===== src/rtl/pipe_pkg.sv =====
// Shared pipeline definitions for the hazard/flush control slice.
// State encodings, register-zero constant and the IF/ID flush NOP.
package pipe_pkg;

  typedef enum logic [1:0] {
    RUN   = 2'd0,
    STALL = 2'd1,
    FLUSH = 2'd2
  } state_t;

  localparam logic [4:0]  REG_ZERO  = 5'd0;
  localparam logic [31:0] NOP_INSTR = 32'h0000_0013;

endpackage


===== src/rtl/sat_counter.sv =====
// Event counter that sticks at all-ones instead of wrapping.
// Asynchronous active-high reset clears it to zero.
module sat_counter #(
  parameter int W = 32
) (
  input  logic         clk,
  input  logic         reset,
  input  logic         inc,
  output logic [W-1:0] count
);

  always_ff @(posedge clk or posedge reset) begin
    if (reset) begin
      count <= '0;
    end else if (inc && (count != '1)) begin
      count <= count + 1'b1;
    end
  end

endmodule


===== src/rtl/hazard_ctrl.sv =====
// Load-use stall and taken-branch flush controller for the pipeline.
// Controls are combinational; state, flush timer and target are registered.
module hazard_ctrl
  import pipe_pkg::*;
#(
  parameter int FLUSH_CYCLES = 2,
  parameter int CNT_W        = 32
) (
  input  logic             clk,
  input  logic             reset,
  input  logic [4:0]       id_rs_addr,
  input  logic [4:0]       id_rt_addr,
  input  logic             id_uses_rt,
  input  logic             ex_mem_read,
  input  logic [4:0]       ex_rt_addr,
  input  logic             branch_taken,
  input  logic [31:0]      branch_target,
  output logic             stall_flag,
  output logic             pc_write,
  output logic             if_id_write,
  output logic             if_id_flush,
  output logic             id_ex_flush,
  output logic             pc_sel,
  output logic [31:0]      pc_target,
  output logic [CNT_W-1:0] stall_count,
  output logic [CNT_W-1:0] flush_count,
  output logic [1:0]       state
);

  localparam logic [2:0] FC_LOAD = 3'(FLUSH_CYCLES - 1);

  state_t      st, st_nx;
  logic [2:0]  fc, fc_nx;
  logic [31:0] tgt_q;
  logic        lu;
  logic        stall_inc;

  assign lu = ex_mem_read
            && (ex_rt_addr != REG_ZERO)
            && ((ex_rt_addr == id_rs_addr)
             || (id_uses_rt && (ex_rt_addr == id_rt_addr)));

  always_ff @(posedge clk or posedge reset) begin
    if (reset) begin
      st    <= RUN;
      fc    <= '0;
      tgt_q <= '0;
    end else begin
      st <= st_nx;
      fc <= fc_nx;
      if (branch_taken) tgt_q <= branch_target;
    end
  end

  always_comb begin
    st_nx       = st;
    fc_nx       = fc;
    stall_flag  = 1'b0;
    pc_write    = 1'b1;
    if_id_write = 1'b1;
    if_id_flush = 1'b0;
    id_ex_flush = 1'b0;
    pc_sel      = 1'b0;
    unique case (st)
      RUN: begin
        if (branch_taken) begin
          st_nx       = FLUSH;
          fc_nx       = FC_LOAD;
          pc_sel      = 1'b1;
          if_id_flush = 1'b1;
          id_ex_flush = 1'b1;
        end else if (lu) begin
          st_nx       = STALL;
          pc_write    = 1'b0;
          if_id_write = 1'b0;
          id_ex_flush = 1'b1;
          stall_flag  = 1'b1;
        end
      end
      STALL: begin
        if (branch_taken) begin
          st_nx = FLUSH;
          fc_nx = FC_LOAD;
        end else begin
          st_nx = RUN;
        end
      end
      FLUSH: begin
        if_id_flush = 1'b1;
        id_ex_flush = 1'b1;
        // a fresh redirect restarts the flush window
        if (branch_taken) begin
          fc_nx = FC_LOAD;
        end else if (fc == 3'd0) begin
          st_nx = RUN;
        end else begin
          fc_nx = fc - 3'd1;
        end
      end
      default: begin
        st_nx = RUN;
        fc_nx = '0;
      end
    endcase
  end

  assign pc_target = branch_taken ? branch_target : tgt_q;
  assign state     = st;
  assign stall_inc = (st == RUN) && lu && !branch_taken;

  sat_counter #(.W(CNT_W)) u_stall_cnt (
    .clk   (clk),
    .reset (reset),
    .inc   (stall_inc),
    .count (stall_count)
  );

  sat_counter #(.W(CNT_W)) u_flush_cnt (
    .clk   (clk),
    .reset (reset),
    .inc   (branch_taken),
    .count (flush_count)
  );

endmodule


===== config.mk =====
export PLATFORM = sky130hd
export DESIGN_NAME = hazard_ctrl
export DESIGN_NICKNAME = d
export VERILOG_FILES = /design/src/rtl/pipe_pkg.sv /design/src/rtl/sat_counter.sv /design/src/rtl/hazard_ctrl.sv
export SDC_FILE = /design/constraint.sdc
export NUM_CORES = 1
export LEC_CHECK = 0
export CORE_ASPECT_RATIO = 1.25
export CORE_MARGIN = 2
export CORE_UTILIZATION = 50
export DETAILED_ROUTE_END_ITERATION = 16
export GPL_TIMING_DRIVEN = 0
export HOLD_SLACK_MARGIN = 0.03
export PLACE_DENSITY = 0.9
export SLEW_MARGIN = 15
export SYNTH_ARGS = -nofsm -noshare
export SYNTH_HDL_FRONTEND = slang
export SYNTH_SLANG_ARGS = --single-unit

===== constraint.sdc =====
create_clock -name clk -period 5.16 [get_ports clk]
set_input_delay 1.032 -clock clk [delete_from_list [all_inputs] [get_ports clk]]
set_output_delay 1.032 -clock clk [all_outputs]
set_load 0.05 [all_outputs]

==> flow_metrics.env, run 1 <==
export IMPL_run_status="completed"
export IMPL_grt_remaining_overflow=0
export IMPL_synthesis_instances=407
export IMPL_r2r_end="u_stall_cnt.count[14]$_DFFE_PP0P_"
export IMPL_yosysWarningCount=0
export IMPL_grtUsageMet3_pct=5.302
export IMPL_vias_in_the_first_global_route=3883
export IMPL_final_layout_size_suffix_gt1_share_pct=11.25
export IMPL_setup_violations=0
export IMPL_timing_critical_path_to_type="output pin"
export IMPL_worst_slew_margin_rel_pct=53.17
export IMPL_ant_nets=0
export IMPL_gr_max_usage_layer="met2"
export IMPL_cts_root_to_sink_buffers=2
export IMPL_synth_flop_cell="sky130_fd_sc_hd__dfrtp_1"
export IMPL_cts_root_buffer="sky130_fd_sc_hd__clkbuf_16"
export IMPL_detail_route_drc_violations=0
export IMPL_use_met1_pct=26.61
export IMPL_leakagePower_nw=2.814
export IMPL_tritoncts_num_buffers=9
export IMPL_rsz_0062_raised_after_global_routing="false"
export IMPL_global_route_usage_met2_pct=42.29
export IMPL_design_portCount=156
export IMPL_antenna_cells=0
export IMPL_critPathMaxStageDelay_ns=0.78
export IMPL_drt_first_pass_iters=5
export IMPL_clkLatencyLatePin_ns=0.33
export IMPL_hp_start="u_flush_cnt.count[22]$_DFFE_PP0P_"
export IMPL_timing_critical_path_arrival_ns=3.80
export IMPL_timing_critical_path_cells="clkdlybuf4s50_1 -> or4_1 -> o21ai_0 -> nor3_2 -> inv_2 -> buf_6 -> buf_4 -> clkdlybuf4s50_1"
export IMPL_antenna_found_initial=0
export IMPL_finish_cell_count_without_fillers=701
export IMPL_power_combinational_fraction_pct=28.8
export IMPL_groute_usage_overall_pct=23.12
export IMPL_cts_htree_levels=3
export IMPL_xor_xnor_fraction_of_synth_area_pct=13.06
export IMPL_cellInternalPower_mw=1.451
export IMPL_tritoncts="built"
export IMPL_synth_compound_gate_area_share_pct=2.345
export IMPL_postRouteWirelength_um=11520
export IMPL_cap_viol_max_count=0
export IMPL_net_switching_power_uw=729.4
export IMPL_worst_path_max_fanout=11
export IMPL_startpoint="ex_rt_addr[1]"
export IMPL_peakVddDrop_mv=0.2316
export IMPL_post_cts_setup_buffer_count=0
export IMPL_power_clock_fraction_pct=29.0
export IMPL_floorplan_core_area_sq_mm=0.009125
export IMPL_hold_path_depth=1
export IMPL_timing_critical_path_from_type="primary input"
export IMPL_layout_cells_most_common="sky130_fd_sc_hd__clkdlybuf4s50_1"
export IMPL_synth_fp_nets=463
export IMPL_crit_path_frequent_cell="sky130_fd_sc_hd__clkdlybuf4s50_1"
export IMPL_io_buffers=154
export IMPL_initial_core_util_pct=51.46
export IMPL_synth_ff_latch_count=101
export IMPL_post_synth_num_cell_types=39
export IMPL_maxClockFrequency_mhz=206.9
export IMPL_area_growth_pct=42.77
export IMPL_p_per_area_mw_per_mm2=325.2
export IMPL_cts_hold_repair_buffers=0
export IMPL_clkTransAtPathRegs_ns=0.06
export IMPL_mostFrequentLayoutCells="sky130_fd_sc_hd__clkdlybuf4s50_1, sky130_fd_sc_hd__dfrtp_1, sky130_fd_sc_hd__xnor2_1"
export IMPL_hold_viol=0
export IMPL_vias_per_cell=5.394
export IMPL_power_switching_share_pct=33.46
export IMPL_detailedPlace_worstSlack_ns=0.3412
export IMPL_tcrit_tclk_final_pct=93.66
export IMPL_grt_pass1_wl_um=18980
export IMPL_sequential_share_of_the_synthesized_area_pct=53.82
export IMPL_holdCritPathClass="register to register"
export IMPL_finalMaxSlewViolations=0
export IMPL_starting_drc_count_in_detailed_routing=191
export IMPL_clock_sink_count=101
export IMPL_dr_total_vias=3781
export IMPL_synthArstFlopShare_pct=100.0
export IMPL_synth_avg_cell_area_sq_um=11.54
export IMPL_cp_required_ns=4.13
export IMPL_seqPwrFrac_pct=42.2
export IMPL_post_cts_resized_instances=0
export IMPL_placement_rows=39
export IMPL_critical_path_slowest_cell="sky130_fd_sc_hd__clkdlybuf4s50_1"
export IMPL_largest_family_of_logic_cells_by_synthesized_area="simple AND/OR/NAND/NOR gates"
export IMPL_timing_worst_setup_path_type="primary input to output pin"
export IMPL_worst_clock_skew_ns=0.003714
export IMPL_detailedPlacementHpwl_um=8605
export IMPL_synth_edff_count=0
export IMPL_dieWidth_um=90.68
export IMPL_area_of_the_die_sq_mm=0.01019
export IMPL_synth_fa_ha_area_share_pct=1.066
export IMPL_largest_net_degree_at_the_start_of_global_routing=88
export IMPL_r2r_start="u_stall_cnt.count[0]$_DFFE_PP0P_"
export IMPL_die_height_um=112.4
export IMPL_gp_congestion=0.8557
export IMPL_post_synthesis_instance_area_sq_mm=0.004696
export IMPL_synthSimpleGateAreaFrac_pct=19.26
export IMPL_worstSetupEndpoint="pc_write"
export IMPL_synth_mux_area_share_pct=8.367
export IMPL_final_worst_setup_slack_ns=0.3272
export IMPL_detail_route_wl_per_cell_um=16.43
export IMPL_reg2reg_setup_slack_ns=2.74
export IMPL_setup_tns_final_ns=0
export IMPL_period_needed_ns=4.833
export IMPL_nNetsFinal=629
export IMPL_dpl_cell_count=685
export IMPL_worstMarginPinSlew_ns=0.7025
export IMPL_worst_r2r_cell_count=7
[kinds of logic after synthesis]
| logic type | after synthesis |
|---|---|
| flip-flops | 101 |
| multiplexers | 35 |
| buffers and inverters | 21 |
| adder cells (fa/ha/maj) | 4 |
| AO/OA/AOI/OAI | 18 |
| AND/OR/NAND/NOR | 158 |
| XOR/XNOR | 70 |
[synthesized netlist by cell type (2+ instances only)]
cell type                  instances  share of area [%]
sky130_fd_sc_hd__nand4_1          26                3.5
sky130_fd_sc_hd__nor4_2            2               0.53
sky130_fd_sc_hd__inv_1             8               0.64
sky130_fd_sc_hd__xor2_1           28                5.2
sky130_fd_sc_hd__nand3_1          26                2.8
sky130_fd_sc_hd__mux2_2           34                8.2
sky130_fd_sc_hd__dfrtp_1         101                 54
sky130_fd_sc_hd__ha_1              4                1.1
sky130_fd_sc_hd__buf_4             3               0.48
sky130_fd_sc_hd__nor3_2            6                1.3
sky130_fd_sc_hd__nor4_1            8                1.1
sky130_fd_sc_hd__and2_1            5               0.67
sky130_fd_sc_hd__clkbuf_1          8               0.64
sky130_fd_sc_hd__nor3_1            8               0.85
sky130_fd_sc_hd__or3_1             4               0.53
sky130_fd_sc_hd__and4_1            7                1.3
sky130_fd_sc_hd__xnor2_1          42                7.8
sky130_fd_sc_hd__nand2_1          22                1.8
sky130_fd_sc_hd__a21oi_1          10                1.1
sky130_fd_sc_hd__and3_1           12                1.6
sky130_fd_sc_hd__nand2b_1          2               0.27
sky130_fd_sc_hd__nor2_1           24                1.9
[flip-flops by register name (all words and copies together) (netlist names)]
| register | count |
|---|---|
| fc | 3 |
| state | 2 |
| tgt_q | 32 |
| u_flush_cnt.count | 32 |
| u_stall_cnt.count | 32 |
[area by class of cell]
class,instances,area (sq um)
sequential,101,2527
clock buffer,13,260.3
timing repair buffer,155,1569
clock inverter,3,20.02
inverter,9,38.79
multi-input combinational,285,2071
buffer,12,63.81
fill,642,2421
tap,123,153.9
[power groups by stage]
stage / clock (mW) / sequential, mW / combinational [mW]
2_1_floorplan: 0 / 1.04 / 0.297
3_3_place_gp: 0 / 0.928 / 0.607
3_5_place_dp: 0 / 0.935 / 0.628
6_report: 0.632 / 0.921 / 0.628
4_1_cts: 0.640 / 0.920 / 0.631
5_1_grt: 0.669 / 0.930 / 0.662
[worst max-delay path, delay by kind of cell]
kind | cells | cell delay (ns)
AO/OA/AOI/OAI | 1 | 0.37
buffers and inverters | 5 | 1.71
AND/OR/NAND/NOR | 2 | 0.68
[metrics by stage]
stage          util (%)  hold slack (ns)  power (mW)  area, sq um
4_1_cts           73.47           0.4939       2.191         6704
3_5_place_dp      70.40           0.4843       1.562         6424
6_report          73.47           0.4924       2.180         6704
3_3_place_gp      70.04           0.4762       1.535         6391
2_1_floorplan         -           0.5051       1.338         4696
5_1_grt           73.47           0.5118       2.262         6704
[metal layers]
layer | routed length [um] | part of all wire (%) | up-vias
li1 | - | - | 1771
met1 | 4482 | 39 | 1854
met2 | 6216 | 54 | 137
met3 | 631 | 5.5 | 19
met4 | 186 | 1.6 | 0
met5 | 0 | 0 | -
[worst min path at each step]
| stage | end | slack (ns) |
|---|---|---|
| global placement | u_flush_cnt.count[22]$_DFFE_PP0P_ | 0.48 |
| finish | u_flush_cnt.count[22]$_DFFE_PP0P_ | 0.49 |
| detailed placement | tgt_q[22]$_DFF_PP0_ | 0.48 |
| global route | tgt_q[13]$_DFF_PP0_ | 0.51 |
| floorplan | fc[1]$_DFFE_PP0P_ | 0.51 |
| CTS | u_flush_cnt.count[22]$_DFFE_PP0P_ | 0.49 |
No activity file was read; power rests on OpenSTA's default activity.
==> inputs of run 2 (changes only) <==
ABC_AREA = 0   (was default)
CAP_MARGIN = 20   (was default)
==> results of run 2 <==
The final DEF is identical to that of run 1; final timing and power are the same.
